### src/rtl/cic_dec_scaler_pkg.sv
`default_nettype none
// ============================================================================
// cic_dec_scaler_pkg : gain-engine state encoding and bit-gain sizing shared
//                      by the CIC decimator/interpolator scalers
// Revision: 1.0
// ============================================================================
package cic_dec_scaler_pkg;

  typedef enum logic [1:0] {
    GAIN_LOAD = 2'd0,
    GAIN_MULT = 2'd1,
    GAIN_ENC  = 2'd2,
    GAIN_IDLE = 2'd3
  } gain_state_e;

  // Worst-case bit gain N*log2(Rmax); also the extra input width over BW.
  function automatic int calc_maxgain(input int n, input int log2_maxrate);
    return n * log2_maxrate;
  endfunction

endpackage
`default_nettype wire

### src/rtl/cic_bitgain_calc.sv
`default_nettype none
// ============================================================================
// cic_bitgain_calc : iterative engine computing shift = ceil(N*log2(rate+1))
//                    as clog2((rate+1)^N), with abort/restart on rate change
// Revision: 1.0
// ============================================================================
module cic_bitgain_calc
  import cic_dec_scaler_pkg::*;
#(
  parameter int N            = 4,
  parameter int LOG2_MAXRATE = 7,
  localparam int MAXGAIN     = calc_maxgain(N, LOG2_MAXRATE),
  localparam int SW          = $clog2(MAXGAIN + 1)
) (
  input  logic                    clock,
  input  logic                    reset,
  input  logic [LOG2_MAXRATE-1:0] rate,
  output logic [SW-1:0]           shift,
  output logic                    ready
);

  localparam int PW = MAXGAIN + 1;
  localparam int RW = LOG2_MAXRATE + 1;
  localparam int CW = $clog2(N);

  localparam logic [SW-1:0] SHIFT_RESET = SW'(MAXGAIN);
  localparam logic [CW-1:0] CNT_LOAD    = CW'(N - 2);
  localparam logic [CW-1:0] CNT_ONE     = CW'(1);
  localparam logic [RW-1:0] RATE_ONE    = RW'(1);
  localparam logic [PW-1:0] P_ONE       = PW'(1);

  gain_state_e             state_q, state_d;
  logic [LOG2_MAXRATE-1:0] cur_rate_q, cur_rate_d;
  logic [PW-1:0]           p_q, p_d;
  logic [CW-1:0]           cnt_q, cnt_d;
  logic [SW-1:0]           shift_q, shift_d;
  logic                    ready_q, ready_d;

  logic [RW-1:0] rate_r;
  logic [RW-1:0] cur_r;
  logic [PW-1:0] p_m1;
  logic [SW-1:0] enc;
  logic          load;

  // clog2(p) = msb_index(p-1)+1, which naturally yields 0 for p==1.
  always_comb begin
    rate_r = {1'b0, rate} + RATE_ONE;
    cur_r  = {1'b0, cur_rate_q} + RATE_ONE;
    p_m1   = p_q - P_ONE;
    enc    = '0;
    for (int i = 0; i < PW; i++) begin
      if (p_m1[i]) enc = SW'(i + 1);
    end
  end

  always_comb begin
    state_d    = state_q;
    cur_rate_d = cur_rate_q;
    p_d        = p_q;
    cnt_d      = cnt_q;
    shift_d    = shift_q;
    ready_d    = ready_q;
    load       = 1'b0;
    case (state_q)
      GAIN_LOAD: load = 1'b1;
      GAIN_MULT: begin
        if (rate != cur_rate_q) begin
          load = 1'b1;
        end else begin
          p_d = PW'({{RW{1'b0}}, p_q} * {{PW{1'b0}}, cur_r});
          if (cnt_q == '0) state_d = GAIN_ENC;
          else             cnt_d   = cnt_q - CNT_ONE;
        end
      end
      GAIN_ENC: begin
        if (rate != cur_rate_q) begin
          load = 1'b1;
        end else begin
          shift_d = enc;
          ready_d = 1'b1;
          state_d = GAIN_IDLE;
        end
      end
      GAIN_IDLE: begin
        if (rate != cur_rate_q) load = 1'b1;
      end
      default: load = 1'b1;
    endcase
    // A restart never touches shift: the datapath keeps the last valid gain.
    if (load) begin
      cur_rate_d = rate;
      p_d        = {{(PW - RW){1'b0}}, rate_r};
      cnt_d      = CNT_LOAD;
      ready_d    = 1'b0;
      state_d    = GAIN_MULT;
    end
  end

  always_ff @(posedge clock or posedge reset) begin
    if (reset) begin
      state_q    <= GAIN_LOAD;
      cur_rate_q <= '0;
      p_q        <= P_ONE;
      cnt_q      <= '0;
      shift_q    <= SHIFT_RESET;
      ready_q    <= 1'b0;
    end else begin
      state_q    <= state_d;
      cur_rate_q <= cur_rate_d;
      p_q        <= p_d;
      cnt_q      <= cnt_d;
      shift_q    <= shift_d;
      ready_q    <= ready_d;
    end
  end

  assign shift = shift_q;
  assign ready = ready_q;

endmodule
`default_nettype wire

### src/rtl/cic_dec_scaler.sv
`default_nettype none
// ============================================================================
// cic_dec_scaler : scales full-precision CIC output to BW bits by the run-time
//                  bit gain, with round-half-up and saturation (2-stage pipe)
// Revision: 1.0
// ============================================================================
module cic_dec_scaler
  import cic_dec_scaler_pkg::*;
#(
  parameter int BW           = 16,
  parameter int N            = 4,
  parameter int LOG2_MAXRATE = 7,
  localparam int MAXGAIN     = calc_maxgain(N, LOG2_MAXRATE)
) (
  input  logic                    clock,
  input  logic                    reset,
  input  logic [LOG2_MAXRATE-1:0] rate,
  input  logic                    strobe_in,
  input  logic [BW+MAXGAIN-1:0]   signal_in,
  output logic                    strobe_out,
  output logic [BW-1:0]           signal_out,
  output logic                    ready
);

  localparam int IW  = BW + MAXGAIN;
  localparam int XW  = IW + 1;
  localparam int S1W = BW + 1;
  localparam int SW  = $clog2(MAXGAIN + 1);

  localparam logic [XW-1:0] X_ONE     = XW'(1);
  localparam logic [SW-1:0] SHIFT_ONE = SW'(1);
  localparam logic [BW-1:0] SAT_POS   = {1'b0, {(BW - 1){1'b1}}};
  localparam logic [BW-1:0] SAT_NEG   = {1'b1, {(BW - 1){1'b0}}};

  logic [SW-1:0] shift;

  cic_bitgain_calc #(
    .N            (N),
    .LOG2_MAXRATE (LOG2_MAXRATE)
  ) u_gain (
    .clock (clock),
    .reset (reset),
    .rate  (rate),
    .shift (shift),
    .ready (ready)
  );

  logic [S1W-1:0] s1_q, s1_d;
  logic           s1_valid_q, s1_valid_d;
  logic [BW-1:0]  out_q, out_d;
  logic           strobe_out_q, strobe_out_d;

  logic signed [XW-1:0] x_ext;
  logic        [XW-1:0] rnd;
  logic signed [XW-1:0] x_sum;
  logic        [BW-1:0] sat;

  // Guard bit keeps the rounding add from wrapping at the positive extreme.
  always_comb begin
    x_ext = {signal_in[IW-1], signal_in};
    rnd   = '0;
    if (shift != '0) rnd = X_ONE << (shift - SHIFT_ONE);
    x_sum = x_ext + rnd;
    s1_d       = strobe_in ? S1W'(x_sum >>> shift) : s1_q;
    s1_valid_d = strobe_in;
  end

  always_comb begin
    if (s1_q[BW] != s1_q[BW-1]) sat = s1_q[BW] ? SAT_NEG : SAT_POS;
    else                        sat = s1_q[BW-1:0];
    out_d        = s1_valid_q ? sat : out_q;
    strobe_out_d = s1_valid_q;
  end

  always_ff @(posedge clock or posedge reset) begin
    if (reset) begin
      s1_q         <= '0;
      s1_valid_q   <= 1'b0;
      out_q        <= '0;
      strobe_out_q <= 1'b0;
    end else begin
      s1_q         <= s1_d;
      s1_valid_q   <= s1_valid_d;
      out_q        <= out_d;
      strobe_out_q <= strobe_out_d;
    end
  end

  assign signal_out = out_q;
  assign strobe_out = strobe_out_q;

endmodule
`default_nettype wire

### config.mk
export PLATFORM = sky130hd
export DESIGN_NAME = cic_dec_scaler
export DESIGN_NICKNAME = d
export VERILOG_FILES = /design/src/rtl/cic_dec_scaler_pkg.sv /design/src/rtl/cic_bitgain_calc.sv /design/src/rtl/cic_dec_scaler.sv
export SDC_FILE = /design/constraint.sdc
export NUM_CORES = 1
export LEC_CHECK = 0
export ABC_AREA = 1
export CELL_PAD_IN_SITES_DETAIL_PLACEMENT = 0
export CELL_PAD_IN_SITES_GLOBAL_PLACEMENT = 1
export CORE_MARGIN = 5
export CORE_UTILIZATION = 47
export DETAILED_ROUTE_END_ITERATION = 10
export GPL_ROUTABILITY_DRIVEN = 1
export GPL_TIMING_DRIVEN = 0
export PLACE_DENSITY_LB_ADDON = 0.1
export SYNTH_ARGS = -nofsm -noshare
export SYNTH_HDL_FRONTEND = slang
export SYNTH_SLANG_ARGS = --single-unit
### constraint.sdc
create_clock -name clock -period 13.4 [get_ports clock]
set_clock_uncertainty 0.2 [all_clocks]
set_input_delay 2.01 -clock clock [delete_from_list [all_inputs] [get_ports clock]]
set_output_delay 2.01 -clock clock [all_outputs]
set_load 0.05 [all_outputs]
==> results of run 1 <==
==> per-stage QoR <==
| step | worst slack (ns) | utilization (%) | instances |
|---|---|---|---|
| after global routing | 5.82 | 52.9 | 2640 |
| after floorplan | 7.88 | - | 2162 |
| after CTS | 6.21 | 52.9 | 2640 |
| after global placement | 6.25 | 51.8 | 2623 |
| after detailed placement | 6.23 | 51.9 | 2624 |
| final | 6.17 | 52.9 | 2640 |
==> cells in the mapped netlist (all sizes together) (8+ instances only) <==
cell type	count	area, sq um
fa	139	2780
nor2	310	1180
xnor2	19	166
o22ai	8	50.1
a31oi	13	81.3
clkinv	15	58.8
nand3b	8	60.1
o21bai	11	82.6
inv	317	1190
a21oi	113	573
o21ai	123	627
ha	79	988
buf	18	72.6
nand2	530	1990
nor3	17	105
or2	10	62.6
clkbuf	60	225
nand4	18	119
o211ai	11	82.6
dfrtp	77	1930
nor4	11	111
xor2	65	569
nand3	157	798
==> final timing paths <==
path	to	slack, ns	cells after the start
setup / recovery	u_gain.p_q[26]	6.17	29
hold / removal	strobe_out	0.19	0
setup reg to reg	u_gain.p_q[26]	6.17	29
hold reg to reg	strobe_out	0.19	0
max in group asynchronous	u_gain.p_q[0]	10.56	3
min in group asynchronous	u_gain.p_q[23]	1.77	2
==> state kept, by name (all words and copies together), names as in the netlist <==
signal	count
strobe_out	1
u_gain.ready	1
u_gain.state_q	2
u_gain.p_q	29
s1_valid_q	1
u_gain.shift	5
u_gain.cur_rate_q	7
signal_out	16
s1_q	17
u_gain.cnt_q	2
==> routing by layer <==
| layer | share of wire [%] | GRT usage, % |
|---|---|---|
| met5 | 0 | 0 |
| met4 | 3.6 | 9.82 |
| met3 | 5.3 | 4.47 |
| met2 | 51 | 52.0 |
| met1 | 40 | 34.2 |
==> cell families (layout without fill, tap and decap cells) <==
group	after synthesis	in the layout	synth area share, %
other	1	1	0.0264
XOR/XNOR	84	84	5.17
flip-flops	81	81	14.3
AND/OR/NAND/NOR	1066	1066	31.3
buffers and inverters	410	498	10.9
multiplexers	1	1	0.0704
AO/OA/AOI/OAI	301	301	11.8
adder cells (fa/ha/maj)	218	218	26.5
==> power by group through the flow <==
stage,clock (uW),combinational (uW),sequential (uW)
5_1_grt,287,509,278
2_1_floorplan,0,289,310
6_report,272,452,276
3_3_place_gp,0,446,280
3_5_place_dp,0,451,281
4_1_cts,278,455,276
==> area by class of cell <==
class	count	share of cell area [%]
plain buffers	78	1.89
clock buffers	10	1.52
clock inverters	6	0.484
inverters	332	7.93
multi-input cells	1671	67.5
flip-flops and latches	81	12.9
well taps	390	3.09
repair buffers	72	4.68
==> flow_summary_export.csv, run 1 <==
group,metric,value,unit
timing,timing.final.crit_share,53.9,%
clock_tree,hold_buffers,0,
final_layout,regArea,2030,sq um
critical_path,cp.arrival,7.28,ns
critical_path,worst_ep_required_time,13.45,ns
power_and_ir_drop,finalPower,1000,uW
clock_tree,cts_buffer_depth,2,
yosys,yosys_warnings,0,
die,die_area,33900,sq um
route,drtIter0Drc,1017,
yosys,synth-seq-cells,81,
placement,dpl.hpwl,39200,um
global_route,track_usage,28.6,%
yosys,ys.flop_type,"dfrtp_1",
timing,drv_slew,0,
timing,tightestPinTransition,1.05,ns
power_and_ir_drop,sw_frac_of_total,41.7,%
clock_tree,cts_repair_resize_count,0,
global_route,grt_max_degree,59,
global_route,antenna_found_initial,0,
die,io_pins,72,
route,via_per_inst,5.44,
timing,rsz0062_at_grt,"false",
timing,fin_setup_tns,0,ns
job,drv_cap,0,
yosys,ys_seq_area_share,14.3,%
critical_path,cp_slowest_cell,"fa_1",
clock_tree,clk_pin_slew,0.07,ns
hold_path,holdCritStartpoint,"s1_valid_q",
route,dr.pass1.iters,6,
yosys,syn_area,14200,sq um
final_layout,nets,2517,
clock_tree,tritoncts,"yes",
power_and_ir_drop,powerDensity,63.4,nW/um^2
timing,setup_viol,0,
power_and_ir_drop,power.switching,417,uW
critical_path,crit_path_max_incr_delay,0.53,ns
timing,max_freq,138,MHz
yosys,syn_inst,2162,
clock_tree,cts-root-buf,"clkbuf_16",
final_layout,layout_common_cells,"529 x nand2_1, 313 x inv_1, 307 x nor2_1",
yosys,ys_types,57,
final_layout,drive_gt1_share,2.58,%
timing,fin_hold_ws,0.187,ns
final_layout,stdcell_area,15800,sq um
critical_path,critPathTopFamily,"adder cells",
placement,place.gp.congestion,0.933,
placement,postPlaceCellArea,15500,sq um
clock_tree,cts.sinks,81,
critical_path,crit_type,"flip-flop to flip-flop",
yosys,synth_edf_count,0,
critical_path,critPathLaunchType,"flip-flop",
critical_path,crit_fanout,10,
power_and_ir_drop,clock_power_share,27.2,%
global_route,grt_pass1_wl,76500,um
power_and_ir_drop,p_seq_share,27.6,%
route,vias,14400,
yosys,synth_fp_nets,2434,
critical_path,worst-path-buf-inv,6,
critical_path,crit_path_start,"u_gain.cur_rate_q[0]",
clock_tree,clkLatencyLatePin,0.37,ns
timing,maxSlewHeadroom,30.0,%
final_layout,area_growth,10.9,%
final_layout,layout_commonest_cell,"nand2_1",
die,core_area,29800,sq um
route,ant_nets,0,
critical_path,critPathCaptureType,"flip-flop",
route,routedWlPerCell,17.8,um
global_route,grt.overflow.total,0,
critical_path,crit_path_frequent_cell,"nand2_1",
hold_path,hp-class,"flip-flop to flip-flop",
timing,hold_viol_final,0,
clock_tree,cts_setup_buffers,0,
final_layout,num_antenna_cells,0,
die,dieHeight,184,um
yosys,synthArstFlopShare,100,%
timing,period_needed,7.23,ns
clock_tree,numCtsBuffers,9,
route,drc_errors,0,
outcome,status,"completed",
clock_tree,cts_max_level,3,
final_layout,fillers,3083,
die,rows,63,
route,wirelength,47000,um
critical_path,reg2reg_from,"u_gain.cur_rate_q[0]",
power_and_ir_drop,power.internal,583,uW
die,start_util,47.7,%
power_and_ir_drop,p_comb_share,45.2,%
die,die_width,184,um
yosys,syn_area_per_cell,6.58,sq um
power_and_ir_drop,ir_worst_vdd,0.000129,V
power_and_ir_drop,cellLeakagePower,0.00767,uW
final_layout,multi_input_area,10600,sq um
global_route,grt_pass1_vias,14900,
placement,numPortBuffers,71,
Note: power is estimated with default switching activity, not from simulation.
==> run 2, diff against run 1 <==
Settings changed: CORE_UTILIZATION 47 to 41.
Clock period 13.4 ns to 6 ns, I/O delays scaled along.
==> run 2 against run 1 <==
Against the previous run: maximum frequency up 24%; flip-flop and latch count did not move; utilization shrank 5.3 points; register-to-register slack worse by 6.0 ns; wire length up 5.1%; via count down 0.70%; worst hold slack lost 0.010 ns; design area grew 3.8%; total power is 140% higher; clock power rose by 140%; sequential power up 120%; critical path type unchanged; largest cell class unchanged; largest power group unchanged.
==> flow_summary_export.csv, run 2 (same netlist as run 1, synthesis figures left out) <==
group,metric,value,unit
global_route,track_usage,25.8,%
power_and_ir_drop,ir_worst_vdd,0.000246,V
critical_path,crit_type,"flip-flop to flip-flop",
route,routedWlPerCell,18.1,um
final_layout,nets,2539,
route,wirelength,49400,um
timing,max_freq,172,MHz
outcome,status,"completed",
die,core_area,34400,sq um
hold_path,hp-class,"flip-flop to flip-flop",
timing,setup_viol,0,
job,drv_cap,0,
critical_path,crit_fanout,10,
placement,numPortBuffers,71,
die,die_area,38500,sq um
clock_tree,clk_pin_slew,0.08,ns
global_route,grt.overflow.total,0,
final_layout,fillers,3668,
power_and_ir_drop,cellLeakagePower,0.00784,uW
clock_tree,clkLatencyLatePin,0.38,ns
critical_path,cp_slowest_cell,"fa_1",
route,drc_errors,0,
route,ant_nets,0,
route,dr.pass1.iters,6,
timing,rsz0062_at_grt,"false",
global_route,grt_pass1_vias,14700,
die,io_pins,72,
global_route,grt_max_degree,59,
final_layout,final_util,47.6,%
final_layout,drive_gt1_share,5.99,%
placement,dpl.hpwl,40900,um
clock_tree,tritoncts,"yes",
final_layout,area_growth,15.1,%
global_route,antenna_found_initial,0,
global_route,met2_usage,47.2,%
global_route,globalRouteMet3Util,2.56,%
global_route,gr-usage-met1,31.6,%
timing,period_needed,5.83,ns
route,drtIter0Drc,849,
global_route,grt_pass1_wl,78200,um
route,via_per_inst,5.23,
die,dieHeight,196,um
clock_tree,hold_buffers,0,
route,vias,14300,
timing,tightestPinTransition,1.05,ns
critical_path,crit_path_max_incr_delay,0.51,ns
clock_tree,cts-root-buf,"clkbuf_16",
critical_path,critPathLaunchType,"flip-flop",
final_layout,layout_commonest_cell,"nand2_1",
clock_tree,numCtsBuffers,9,
global_route,grt.busiest_layer,"met2",
critical_path,cp.arrival,5.88,ns
timing,hold_viol_final,0,
clock_tree,cts_max_level,3,
placement,place.gp.congestion,0.929,
critical_path,critPathCaptureType,"flip-flop",
clock_tree,cts.sinks,81,
final_layout,regMostFlops,"u_gain.p_q",
final_layout,num_antenna_cells,0,
die,die_width,196,um
power_and_ir_drop,powerDensity,147,nW/um^2
final_layout,layout_common_cells,"522 x nand2_1, 309 x inv_1, 305 x nor2_1",
die,rows,68,
critical_path,crit_path_frequent_cell,"fa_1",
power_and_ir_drop,finalPower,2410,uW
timing,drv_slew,0,
die,start_util,41.4,%
critical_path,worst_ep_required_time,6.06,ns
timing,timing.final.crit_share,97.1,%
clock_tree,cts_buffer_depth,2,
timing,maxSlewHeadroom,29.6,%
final_layout,largest_reg_flops,29,
==> run 2: cell type report <==
class	instances	area [sq um]	area share (%)
clock buffer	9	225	1.38
buffer	73	298	1.82
clock inverter	7	106	0.650
multi-input combinational	1671	10900	66.7
timing repair buffer	99	957	5.85
inverter	332	1260	7.71
tap	455	569	3.48
sequential	81	2040	12.4
==> run 2: routing by layer <==
metal  part of all wire (%)  up-vias  routed length (um)
met5                      0        -                   0
met3                    3.2       74                1570
li1                       -     7025                   -
met2                     52      290               25500
met4                    3.0        0                1490
met1                     42     6867               20800
==> run 2: report_power, final <==
part           internal (uW)  leakage (uW)  total (uW)  switching, uW
sequential               586      0.000982         619           32.2
combinational            451       0.00669        1140            688
clock                    373      0.000163         656            283
total                   1410       0.00784        2410           1000
==> run 2: path summary, 6_finish.rpt <==
check	startpoint	to	slack (ns)	depth (start not counted)
max	u_gain.cur_rate_q[0]	u_gain.p_q[27]	0.17	26
min	s1_valid_q	strobe_out	0.18	0
max reg2reg	u_gain.cur_rate_q[0]	u_gain.p_q[27]	0.17	26
min reg2reg	s1_valid_q	strobe_out	0.18	0
max in group asynchronous	reset	u_gain.p_q[0]	4.28	3
min in group asynchronous	reset	u_gain.p_q[23]	0.65	2
==> run 2: what timing repair did <==
| action | CTS | global route |
|---|---|---|
| hold endpoints to repair | 0 | 0 |
| pin swaps | 13 | 19 |
| setup buffers | 15 | 12 |
| resized for setup | 53 | 27 |
| endpoints found under the setup margin | 17 | 7 |
==> run 2: metrics by stage <==
| step | cells | instance area (sq um) | hold WS (ns) | TNS, ns | worst slack (ns) |
|---|---|---|---|---|---|
| floorplan | 2162 | 14200 | 0.152 | 0 | 0.479 |
| global placement | 2688 | 15500 | 0.164 | -9.12 | -1.23 |
| detailed placement | 2689 | 15500 | 0.163 | -9.66 | -1.30 |
| CTS | 2716 | 16200 | 0.178 | 0 | 0.00199 |
| global route | 2727 | 16400 | 0.187 | 0 | 0.0323 |
| finish | 2727 | 16400 | 0.177 | 0 | 0.173 |
==> run 2: critical path, delay by kind of cell, from the launching register on <==
kind | cells | cell delay, ns
compound gates | 8 | 1.08
fa+ha+maj | 6 | 2.48
simple gates | 7 | 0.74
flops | 1 | 0.43
buf+inv | 4 | 0.54
xor+xnor | 1 | 0.23
